==> config.mk <==
export PLATFORM = sky130hd
export DESIGN_NAME = mine_count_engine
export DESIGN_NICKNAME = d
export VERILOG_FILES = /design/src/rtl/mine_count_engine.sv
export SDC_FILE = /design/constraint.sdc
export NUM_CORES = 1
export LEC_CHECK = 0
export ABC_AREA = 1
export CORE_UTILIZATION = 36
export DETAILED_ROUTE_END_ITERATION = 16
export MAX_ROUTING_LAYER = met4
export SLEW_MARGIN = 30
export SYNTH_ARGS = -nofsm -noshare
export SYNTH_HDL_FRONTEND = slang
export SYNTH_SLANG_ARGS = --single-unit
==> constraint.sdc <==
create_clock -name in_clka -period 14.1 [get_ports in_clka]
set_clock_uncertainty 0.15 [all_clocks]
set_input_delay 2.82 -clock in_clka [delete_from_list [all_inputs] [get_ports in_clka]]
set_output_delay 2.82 -clock in_clka [all_outputs]
set_load 0.05 [all_outputs]
==> src/rtl/mine_count_engine.sv <==
// mine_count_engine
//   Latches a 5x5 mine bitmap and walks it one cell per valid/ready handshake.
//   Each cell record carries the cell index, its mine bit and the number of
//   mines among its in-bounds neighbours. Mines are tallied over accepted cells
//   and compared with the requested count when the scan finishes.
//
// Ports
//   in_clka          clock, rising edge
//   in_rst_n         asynchronous active-low reset
//   in_load          start a scan (sampled in IDLE only)
//   in_mines         mine bitmap, bit i = cell i = row*COLS+col
//   in_mines_num     expected mine count, latched with in_load
//   out_busy         high while scanning or done
//   out_cell_valid   cell record valid
//   in_cell_ready    consumer accepts record on valid & ready
//   out_cell_idx     cell index
//   out_cell_mine    mine bit of the presented cell
//   out_cell_count   neighbour mine count 0..8
//   out_done         one-cycle pulse after the last cell is accepted
//   out_mines_total  mines counted over accepted cells
//   out_count_ok     tally matches the latched expected count (valid with out_done)

module mine_count_engine #(
    parameter int unsigned ROWS = 5,
    parameter int unsigned COLS = 5
) (
    input  logic                 in_clka,
    input  logic                 in_rst_n,
    input  logic                 in_load,
    input  logic [ROWS*COLS-1:0] in_mines,
    input  logic [4:0]           in_mines_num,
    output logic                 out_busy,
    output logic                 out_cell_valid,
    input  logic                 in_cell_ready,
    output logic [4:0]           out_cell_idx,
    output logic                 out_cell_mine,
    output logic [3:0]           out_cell_count,
    output logic                 out_done,
    output logic [4:0]           out_mines_total,
    output logic                 out_count_ok
);

    localparam int NRows   = int'(ROWS);
    localparam int NCols   = int'(COLS);
    localparam int LastIdx = NRows * NCols - 1;

    typedef enum logic [1:0] {StIdle, StScan, StDone} state_e;

    state_e                 state_q;
    logic [ROWS*COLS-1:0]   map_q;
    logic [4:0]             num_q;
    logic [4:0]             idx_q;
    logic [4:0]             total_q;
    logic                   valid_q;
    logic                   done_q;
    logic                   ok_q;

    logic                   cur_mine;
    logic [4:0]             total_nxt;
    logic [3:0]             nbr_cnt;

    assign cur_mine  = map_q[idx_q];
    assign total_nxt = total_q + {4'b0000, cur_mine};

    // Neighbour count: visit the 3x3 window around the current cell and keep
    // only in-bounds positions, so there is no wrap across row ends or board edges.
    always_comb begin
        int row;
        int col;
        int r;
        int c;
        logic [4:0] nidx;
        nbr_cnt = '0;
        row     = int'(idx_q) / NCols;
        col     = int'(idx_q) % NCols;
        for (int dr = -1; dr <= 1; dr++) begin
            for (int dc = -1; dc <= 1; dc++) begin
                r    = row + dr;
                c    = col + dc;
                nidx = 5'(r * NCols + c);
                if (!(dr == 0 && dc == 0) && r >= 0 && r < NRows && c >= 0 && c < NCols) begin
                    nbr_cnt = nbr_cnt + {3'b000, map_q[nidx]};
                end
            end
        end
    end

    always_ff @(posedge in_clka or negedge in_rst_n) begin
        if (!in_rst_n) begin
            state_q <= StIdle;
            map_q   <= '0;
            num_q   <= '0;
            idx_q   <= '0;
            total_q <= '0;
            valid_q <= 1'b0;
            done_q  <= 1'b0;
            ok_q    <= 1'b0;
        end else begin
            done_q <= 1'b0;
            ok_q   <= 1'b0;
            unique case (state_q)
                StIdle: begin
                    if (in_load) begin
                        map_q   <= in_mines;
                        num_q   <= in_mines_num;
                        idx_q   <= '0;
                        total_q <= '0;
                        valid_q <= 1'b0;
                        state_q <= StScan;
                    end
                end
                StScan: begin
                    // First SCAN cycle only raises valid, so cell 0 is presented
                    // one cycle after the load edge and done lands 26 cycles later.
                    if (!valid_q) begin
                        valid_q <= 1'b1;
                    end else if (in_cell_ready) begin
                        total_q <= total_nxt;
                        if (idx_q == 5'(LastIdx)) begin
                            valid_q <= 1'b0;
                            done_q  <= 1'b1;
                            ok_q    <= (total_nxt == num_q);
                            state_q <= StDone;
                        end else begin
                            idx_q <= idx_q + 5'd1;
                        end
                    end
                end
                StDone: begin
                    state_q <= StIdle;
                end
                default: begin
                    state_q <= StIdle;
                end
            endcase
        end
    end

    assign out_busy        = (state_q != StIdle);
    assign out_cell_valid  = valid_q;
    assign out_cell_idx    = valid_q ? idx_q : 5'd0;
    assign out_cell_mine   = valid_q & cur_mine;
    assign out_cell_count  = valid_q ? nbr_cnt : 4'd0;
    assign out_done        = done_q;
    assign out_mines_total = total_q;
    assign out_count_ok    = ok_q;

endmodule

==> impl_metrics.csv <==
group,metric,value,unit
status,status,"finished, final reports clean",
sta,grt_setup_unrepaired,"no",
synth,synthCells,1018,
synth,synth_top_cell_area_share,0.175,
clock_network,root_buffer,"sky130_fd_sc_hd__clkbuf_16",
flow_run,cap_viol_max_count,0,
clock_network,numCtsBuffers,5,
synth,ys.flop_type,"sky130_fd_sc_hd__dfrtp_1",
drt,firstDrtPassIters,5,
global_routing,grt_start_max_net_pins,57,
setup_path,cp-start-kind,"flop",
placed_design,place_congestion,0.897,
drt,ant_nets,0,
synth,postSynthNetCount,1116,
finish,filler_cell_count,1861,
drt,drc_viols,0,
setup_path,crit_path_frequent_cell,"sky130_fd_sc_hd__nand2_1",
finish,nNetsFinal,1159,
clock_network,clock_latency,0.30,ns
drt,drt_iter0_markers,444,
floorplanning,chipWidth,136,um
clock_network,cts.sink_count,45,
setup_path,critical_path_peak_fanout,20,
global_routing,antenna_found_initial,0,
sta,timing_worst_slew_pin_value,0.798,ns
placed_design,numPortBuffers,52,
synth,netlist_top_cells_count,"sky130_fd_sc_hd__nand2_1, sky130_fd_sc_hd__inv_1, sky130_fd_sc_hd__o21ai_0",
synth,ys.warnings.count,0,
drt,routed_length_per_placed_instance,13.4,um
sta,final_max_slew_viols,0,
floorplanning,floorplan.initialDensity,0.370,
synth,synth-edff-count,0,
global_routing,grt_pass1_vias,5859,
hold_path,hold_class,"flop to flop",
finish,antennaDiodeCount,0,
sta,timing.final.hold_violations,0,
synth,netlist_top_cells_area,"sky130_fd_sc_hd__dfrtp_1, sky130_fd_sc_hd__nand2_1, sky130_fd_sc_hd__ha_1",
setup_path,reg2reg_from,"idx_q[0]",
clock_network,hold_buffers,0,
sta,timing.final.crit_period,13.16,ns
setup_path,cp.arrival,10.19,ns
synth,number_of_library_cell_types_mapped_by_synthesis,51,
synth,syn-mean-instance-area,6.33,um^2
drt,viasPerCell,4.99,
sta,setup-violations-final,0,
floorplanning,pin_count,53,
clock_network,clock_input_transition_at_the_sequential_cells_of_the_worst_setup_and_hold_paths,0.07,ns
floorplanning,fp.dieArea,18400,um^2
floorplanning,placementRows,48,
global_routing,grt_pass1_wl,29000,um
setup_path,worst_r2r_endpoint,"out_count_ok",
sta,fin_crit_sh,0.934,
setup_path,worst-endpoint-required,11.13,ns
setup_path,crit_buf_inv,13,
synth,yosys_register_bits,45,
finish,area_growth_syn_to_fin,14.4,%
synth,synth_async_sr_flop_share,1.00,
placed_design,hpwl,14000,um
synth,syn-cell-area,6450,um^2
setup_path,cp.depth,59,
sta,setup_tns,0,ns
drt,vias,6421,
synth,register_area_share_after_synthesis,0.175,
floorplanning,floorplan.core_area,17400,um^2
setup_path,worst_setup_path_end_kind,"output port",
setup_path,critical_path.max_stage_delay,0.71,ns
setup_path,timing.critical_path.from,"idx_q[3]",
finish,drive_gt1_frac,0.0960,
global_routing,total_congestion_overflow_after_global_routing,0,
clock_network,cts_htree_levels,2,
synth,yosysTopAreaCell,"sky130_fd_sc_hd__dfrtp_1",
setup_path,timing.critical_path.to,"out_cell_count[2]",
synth,count_leader_synth,"sky130_fd_sc_hd__nand2_1",
clock_network,tritoncts_clock_tree,"yes",
drt,route.final.wire_length,17200,um
clock_network,cts_max_path_buffers,2,
floorplanning,floorplan.die.height,136,um
setup_path,slowest_stage,"sky130_fd_sc_hd__fa_2",
setup_path,r2r.worst_path.cells,13,
setup_path,crit_path_leading_delay_family,"adder cells",
global_routing,global_route.usage.total,0.204,
sta,timing.fmax,0.0760,GHz
setup_path,timing_worst_setup_path_type,"flop to output port",
setup_path,ff2ff_setup_slack,10.72,ns
sta,max_slew_margin,0.463,
[cells in the final DEF (no fill, tap or decap), types with 12 or more instances in the layout]
| cell | n |
|---|---|
| sky130_fd_sc_hd__inv_1 | 131 |
| sky130_fd_sc_hd__clkdlybuf4s50_1 | 47 |
| sky130_fd_sc_hd__a21oi_1 | 42 |
| sky130_fd_sc_hd__nand2_2 | 12 |
| sky130_fd_sc_hd__nor2_1 | 67 |
| sky130_fd_sc_hd__nand4_1 | 13 |
| sky130_fd_sc_hd__nand3_1 | 70 |
| sky130_fd_sc_hd__xnor2_1 | 17 |
| sky130_fd_sc_hd__nand2_1 | 273 |
| sky130_fd_sc_hd__dfrtp_1 | 44 |
| sky130_fd_sc_hd__o21ai_0 | 116 |
| sky130_fd_sc_hd__ha_1 | 58 |
| sky130_fd_sc_hd__xor2_1 | 22 |
[routing by layer]
metal  track usage  part of all wire  up-vias
met3        0.0186             0.037       35
met5             -                 0        -
li1              -                 -     3410
met1         0.263              0.47     2843
met2         0.331              0.46      133
met4        0.0724             0.027        0
[area by class of cell]
| type | count | area [um^2] | area share |
|---|---|---|---|
| flip-flops and latches | 45 | 1130 | 0.153 |
| repair buffers | 60 | 598 | 0.0811 |
| inverters | 147 | 562 | 0.0762 |
| clock inverters | 3 | 28.8 | 0.00390 |
| multi-input cells | 802 | 4650 | 0.631 |
| well taps | 225 | 282 | 0.0382 |
| clock buffers | 5 | 125 | 0.0170 |
[registers in the layout, indices dropped and copies added, names as in the netlist]
| register | count |
|---|---|
| idx_q | 5 |
| map_q | 25 |
| num_q | 5 |
| out_cell_valid | 1 |
| out_count_ok | 1 |
| out_done | 1 |
| out_mines_total | 5 |
| state_q | 2 |
[how the worst min path moves through the flow]
stage          startpoint        end  slack (ns)  cells past startpoint
2_1_floorplan   map_q[12]  map_q[12]        0.32                      2
3_3_place_gp     num_q[1]   num_q[1]        0.33                      2
3_5_place_dp     num_q[1]   num_q[1]        0.34                      2
4_1_cts          num_q[1]   num_q[1]        0.36                      2
5_1_grt          num_q[1]   num_q[1]        0.39                      2
6_report         num_q[1]   num_q[1]        0.35                      2
[stage by stage]
step	utilization	setup WS (ns)	area, um^2	hold WS (ns)	cells
floorplan	-	1.77	6450	0.315	1018
global placement	0.413	1.24	7200	0.333	1279
detailed placement	0.414	1.01	7200	0.337	1279
CTS	0.422	0.641	7360	0.356	1287
global route	0.423	0.00568	7370	0.391	1287
finish	0.423	0.936	7370	0.351	1287
[kinds of logic (layout without fill, tap and decap cells)]
group / count (synthesis) / after routing / share of synthesized area
compound gates: 190 / 190 / 0.157
xor+xnor: 41 / 41 / 0.0569
fa+ha+maj: 64 / 64 / 0.129
buf+inv: 171 / 215 / 0.106
flops: 45 / 45 / 0.175
mux: 6 / 6 / 0.0103
simple gates: 501 / 501 / 0.366
[worst min-delay path, cell delays in order (launching register included)]
cell                      delay [ns]
sky130_fd_sc_hd__dfrtp_1        0.36
sky130_fd_sc_hd__nand2_1        0.06
sky130_fd_sc_hd__nand2_1        0.05
[repair_timing]
action	in CTS	in global routing
endpoints found under the setup margin	0	4
buffers inserted	0	0
gates resized for setup	0	6
Power is left out: the tool's default activity adds up to more than one toggle a clock period on the data nets, which glitch-free logic cannot reach.
==> variant 1, RTL diff (config.mk and constraints unchanged) <==
Put a register stage on the output `out_cell_count`, without a reset. The value now appears one clock later. The other outputs are not delayed to match.
--- a/src/rtl/mine_count_engine.sv
+++ b/src/rtl/mine_count_engine.sv
@@ -142,3 +142,5 @@
     assign out_cell_mine   = valid_q & cur_mine;
-    assign out_cell_count  = valid_q ? nbr_cnt : 4'd0;
+    always_ff @(posedge in_clka) begin
+        out_cell_count <= valid_q ? nbr_cnt : 4'd0;
+    end
     assign out_done        = done_q;
Behaviour: not the same (Yosys sat finds a counterexample within 4 cycles, from zero or initial values and one cycle with in_rst_n low).
==> variant 1 against the original RTL <==
  * Synthesized area up 1.1%
  * Design area is essentially flat
  * Count of clock-buffer cells in the layout did not move
  * Routed wire length increased by 1.4%
  * Sequential cell count rose by 4
  * Register-to-register slack got worse by 6.8 ns
  * Synthesized cell count shrank 0.69%
  * Setup slack better by 3.0 ns
  * Critical path type is now reg2reg
Power is not shown: default switching activity piles up to over one toggle a cycle in this logic, so the estimate is an artifact.
==> variant 1: results (changes against the original RTL) <==
FFs w/ async S/R, synth - 91.8% (-8.2 points)
CP Max Fanout - 53 (+170%)
Syn Inst Count - 1011 (-0.69%)
H-tree levels - 2 (unchanged)
Post_cts resized - 0 (unchanged)
CP peak stage delay - 0.50 ns (-0.21 ns)
# port buffers - 52 (unchanged)
HP Start - num_q[4]$_DFFE_PN0P_
Count of cell types in the netlist - 53 (+3.9%)
Max reg flops - 25 (unchanged)
Hold path depth - 1 (-1)
Slowest-stage cell, CP - fa_1
Run status - finished clean
Synth top cells by count - nand2_1 (273), inv_1 (129), o21ai_0 (111)
Total length of routed wires - 17.5 mm (+1.4%)
Critical path's top delay family - adder cells
Worst-margin pin slew - 0.793 ns (-0.00519 ns)
Sequential share of the synthesized area - 18.5% (+1.0 points)
Yosys warning count - 0 (unchanged)
Post-route minimum period - 10.16 ns (-3.01 ns)
Worst hold margin - 0.344 ns (-0.00637 ns)
First-pass GRT wire length - 29.4 mm (+1.4%)
Initial antenna violation count - 0 (unchanged)
First drt pass iteration count - 5 (unchanged)
Startpoint types - flip-flop
Post-Syn Nets - 1109 (-0.63%)
Worst R2R End - out_cell_count[1]$_SDFF_PN0_
Biggest register - map_q
Filler cell count - 1831 (-1.6%)
Ys flop type - dfrtp_1
Setup crit end kind - flip-flop
Post-synth top area cell - dfrtp_1
Largest net degree at the start of global routing - 54 (-5.3%)
Drt first-iter violations - 382 (-14%)
Worst Hold Path EP - out_count_ok$_DFF_PN0_
Vias in the first global route - 5933 (+1.3%)
Ranking of synthesized cells by area - dfrtp_1 (17%), nand2_1 (16%), ha_1 (12%), o21ai_0 (8.5%), inv_1 (7.4%)
Post-placement setup slack - 3.99 ns (+2.98 ns)
Vias - 6447 (+0.40%)
Clk slew on worst S/H paths - 0.08 ns
Skew-Pair Late Insertion Delay - 0.30 ns (about the same)
All-Layer GR Usage - 20.5% (+0.13 points)
DP HPWL - 14.5 mm (+3.6%)
Proportion of layout cells with a drive suffix above 1 - 9.13% (-0.47 points)
RD Place Congestion - 0.886 (-1.1%)
Postcts setup bufs - 0 (unchanged)
R2r worst-path depth - 52 (+39)
Root buf cell - clkbuf_16
Crit path DAT - 10.20 ns (about the same)
R2r setup slk - 3.94 ns (-6.78 ns)
Final non-filler cell total - 1276 (-0.85%)
==> variant 1: cell types whose count changed after synthesis, moves of 3 or more <==
cell,before,now
nand3_1,70,79
a21oi_1,42,34
nor2_1,67,59
nand2_2,12,19
o21ai_0,116,111
dfxtp_1,0,4
o21ai_1,6,2
nand3_2,5,8
o21bai_1,0,3
==> variant 1: logic make-up after synthesis <==
family / count (synthesis) / share of synthesized area, %
simple gates: 510 / 37.6
compound gates: 178 / 14.9
buf+inv: 167 / 10.3
fa+ha+maj: 64 / 12.7
flops: 49 / 18.5
xor+xnor: 38 / 5.11
mux: 5 / 0.845
==> variant 1: layout make-up <==
type                            instances  area, um^2  share of cell area, %
Multi-Input combinational cell        795        4640                   62.9
Clock inverter                          3        33.8                  0.458
Tap cell                              225         282                   3.81
Timing Repair Buffer                   57         556                   7.53
Clock buffer                            5         125                   1.70
Sequential cell                        49        1210                   16.3
Inverter                              142         538                   7.29
==> variant 1: worst register-to-register path, delay by kind of cell, from the launching register on <==
kind / cells / cell delay [ns]
adder cells (fa/ha/maj): 13 / 3.99
AND/OR/NAND/NOR: 24 / 2.84
buffers and inverters: 8 / 1.36
AO/OA/AOI/OAI: 6 / 1.00
XOR/XNOR: 1 / 0.43
flip-flops: 1 / 0.32
==> variant 1: routing by layer <==
layer / part of all wire (%) / wire length (um) / track usage, %
met1: 47 / 8260 / 26.4
met2: 47 / 8180 / 34.3
met3: 3.0 / 520 / 1.30
met4: 2.9 / 502 / 6.48
met5: 0 / 0 / -
==> variant 1: metrics by stage <==
stage	util [%]	instance area [um^2]
6_report	42.2	7380
5_1_grt	42.2	7380
4_1_cts	42.2	7380
3_5_place_dp	41.3	7220
3_3_place_gp	41.3	7220
2_1_floorplan	-	6520
==> variant 2, RTL diff (same flow settings) <==
Made on the original files. The parameter `ROWS` goes from 5 to 4.
--- a/src/rtl/mine_count_engine.sv
+++ b/src/rtl/mine_count_engine.sv
@@ -23,3 +23,3 @@
 module mine_count_engine #(
-    parameter int unsigned ROWS = 5,
+    parameter int unsigned ROWS = 4,
     parameter int unsigned COLS = 5
Interface: changed (resized in_mines); port bits go from 53 to 48. The function was not compared with the original's and may differ.
==> variant 2 against the original RTL <==
  * Synthesized cell count shrank 15%
  * Die area fell by 12%
  * Core utilization is 0.30 points higher
  * Routed wire length decreased by 17%
  * Setup slack worse by 0.099 ns
  * Design area shrank 12%
  * Sequential cell count is 5 lower
  * Synthesized area fell by 12%
  * Critical endpoint unchanged
Power is not shown: default switching activity piles up to over one toggle a cycle in this logic, so the estimate is an artifact.
==> variant 2: results (changes against the original RTL) <==
DR vias/cell - 4.86 (-2.5%)
WL/cell - 12.8 um (-4.7%)
# port buffers - 47 (-9.6%)
Crit path DAT - 10.29 ns (+0.10 ns)
Filler cell count - 1617 (-13%)
Max reg flops - 20 (-20%)
First drt pass iteration count - 5 (unchanged)
Worst R2R Start - idx_q[0]$_DFFE_PN0P_
Largest net degree at the start of global routing - 49 (-14%)
Count of cell types in the netlist - 49 (-3.9%)
Biggest register - map_q
Vias in the first global route - 5114 (-13%)
Fin nets - 1001 (-14%)
Run status - finished clean
H-tree levels - 2 (unchanged)
HP Start - num_q[3]$_DFFE_PN0P_
First-pass GRT wire length - 24.5 mm (-16%)
Yosys warning count - 0 (unchanged)
Drt first-iter violations - 264 (-41%)
Synth top cells by count - nand2_1 (237), inv_1 (112), o21ai_0 (88)
Clk buf depth - 2 (unchanged)
Sequential share of the synthesized area - 17.7% (+0.28 points)
Post-Syn Nets - 963 (-14%)
TritonCTS Buffers - 5 (unchanged)
Worst min path class - reg2reg
Ranking of synthesized cells by area - dfrtp_1 (18%), nand2_1 (16%), ha_1 (13%), o21ai_0 (7.8%), inv_1 (7.5%)
Clk slew on worst S/H paths - 0.06 ns
Proportion of layout cells with a drive suffix above 1 - 7.92% (-1.7 points)
RD Place Congestion - 0.915 (+2.1%)
All-Layer GR Usage - 19.2% (-1.1 points)
DP HPWL - 11.6 mm (-17%)
CP peak stage delay - 0.75 ns (+0.04 ns)
Ys flop type - dfrtp_1
Worst-margin pin slew - 0.752 ns (-0.0460 ns)
Slowest-stage cell, CP - fa_1
CP Max Fanout - 17 (-15%)
Root buf cell - clkbuf_16
Initial antenna violation count - 0 (unchanged)
## variant 2: cell count changes in the layout (fill, tap and decap cells not counted), sizes merged, moves of 14 or more
cell and delta:
nand2 -43, nor2 -24, o21ai -29, a21oi -14, inv -21
## variant 2: path summary, 6_finish.rpt
path / to / slack, ns / depth (start not counted)
max: out_cell_count[2] / 0.84 / 54
min: num_q[3]$_DFFE_PN0P_ / 0.35 / 2
max reg2reg: out_count_ok$_DFF_PN0_ / 10.82 / 16
min reg2reg: num_q[3]$_DFFE_PN0P_ / 0.35 / 2
max in group asynchronous: num_q[0]$_DFFE_PN0P_ / 11.08 / 1
min in group asynchronous: map_q[5]$_DFFE_PN0P_ / 2.35 / 1
## variant 2: final cells by class
cell class | instances | area (um^2) | share of cell area [%]
sequential | 40 | 1000 | 15.4
tap | 211 | 264 | 4.06
clock inverter | 3 | 90.1 | 1.38
multi-input combinational | 684 | 4060 | 62.4
inverter | 128 | 480 | 7.38
clock buffer | 5 | 125 | 1.92
timing repair buffer | 49 | 485 | 7.46
## variant 2: cell families (layout without fill, tap and decap cells)
logic type      count (synthesis)  in the layout  synth area share [%]
simple gates                  412            412                  33.0
compound gates                152            152                  15.2
buf+inv                       146            185                  10.3
fa+ha+maj                      64             64                  14.7
xor+xnor                       49             49                  7.74
flops                          40             40                  17.7
mux                             7              7                  1.31
## variant 2: timing repair
item / CTS / global route
gates resized for setup: 0 / 5
buffers inserted: 0 / 0
setup endpoints to repair: 0 / 4
## variant 2: critical path: cells and delay by family (launching register included)
kind | cells | cell delay (ns)
compound gates | 4 | 0.49
fa+ha+maj | 13 | 3.79
buf+inv | 9 | 1.30
flops | 1 | 0.49
mux | 1 | 0.27
simple gates | 27 | 3.64
## variant 2: through the flow
step / instances / setup WS (ns) / cell area, um^2 / hold WS (ns)
floorplan: 870 / 1.69 / 5640 / 0.315
global placement: 1112 / 1.05 / 6290 / 0.334
detailed placement: 1112 / 0.778 / 6290 / 0.338
CTS: 1120 / 0.437 / 6500 / 0.354
global route: 1120 / 0.00112 / 6510 / 0.386
finish: 1120 / 0.838 / 6510 / 0.348
## variant 2: per-layer routing
metal	up-vias	global-route usage (%)	share of wire, %
li1	2905	-	-
met1	2427	25.4	49
met2	100	32.2	47
met3	15	1.05	2.6
met4	0	5.11	1.7
met5	-	-	0
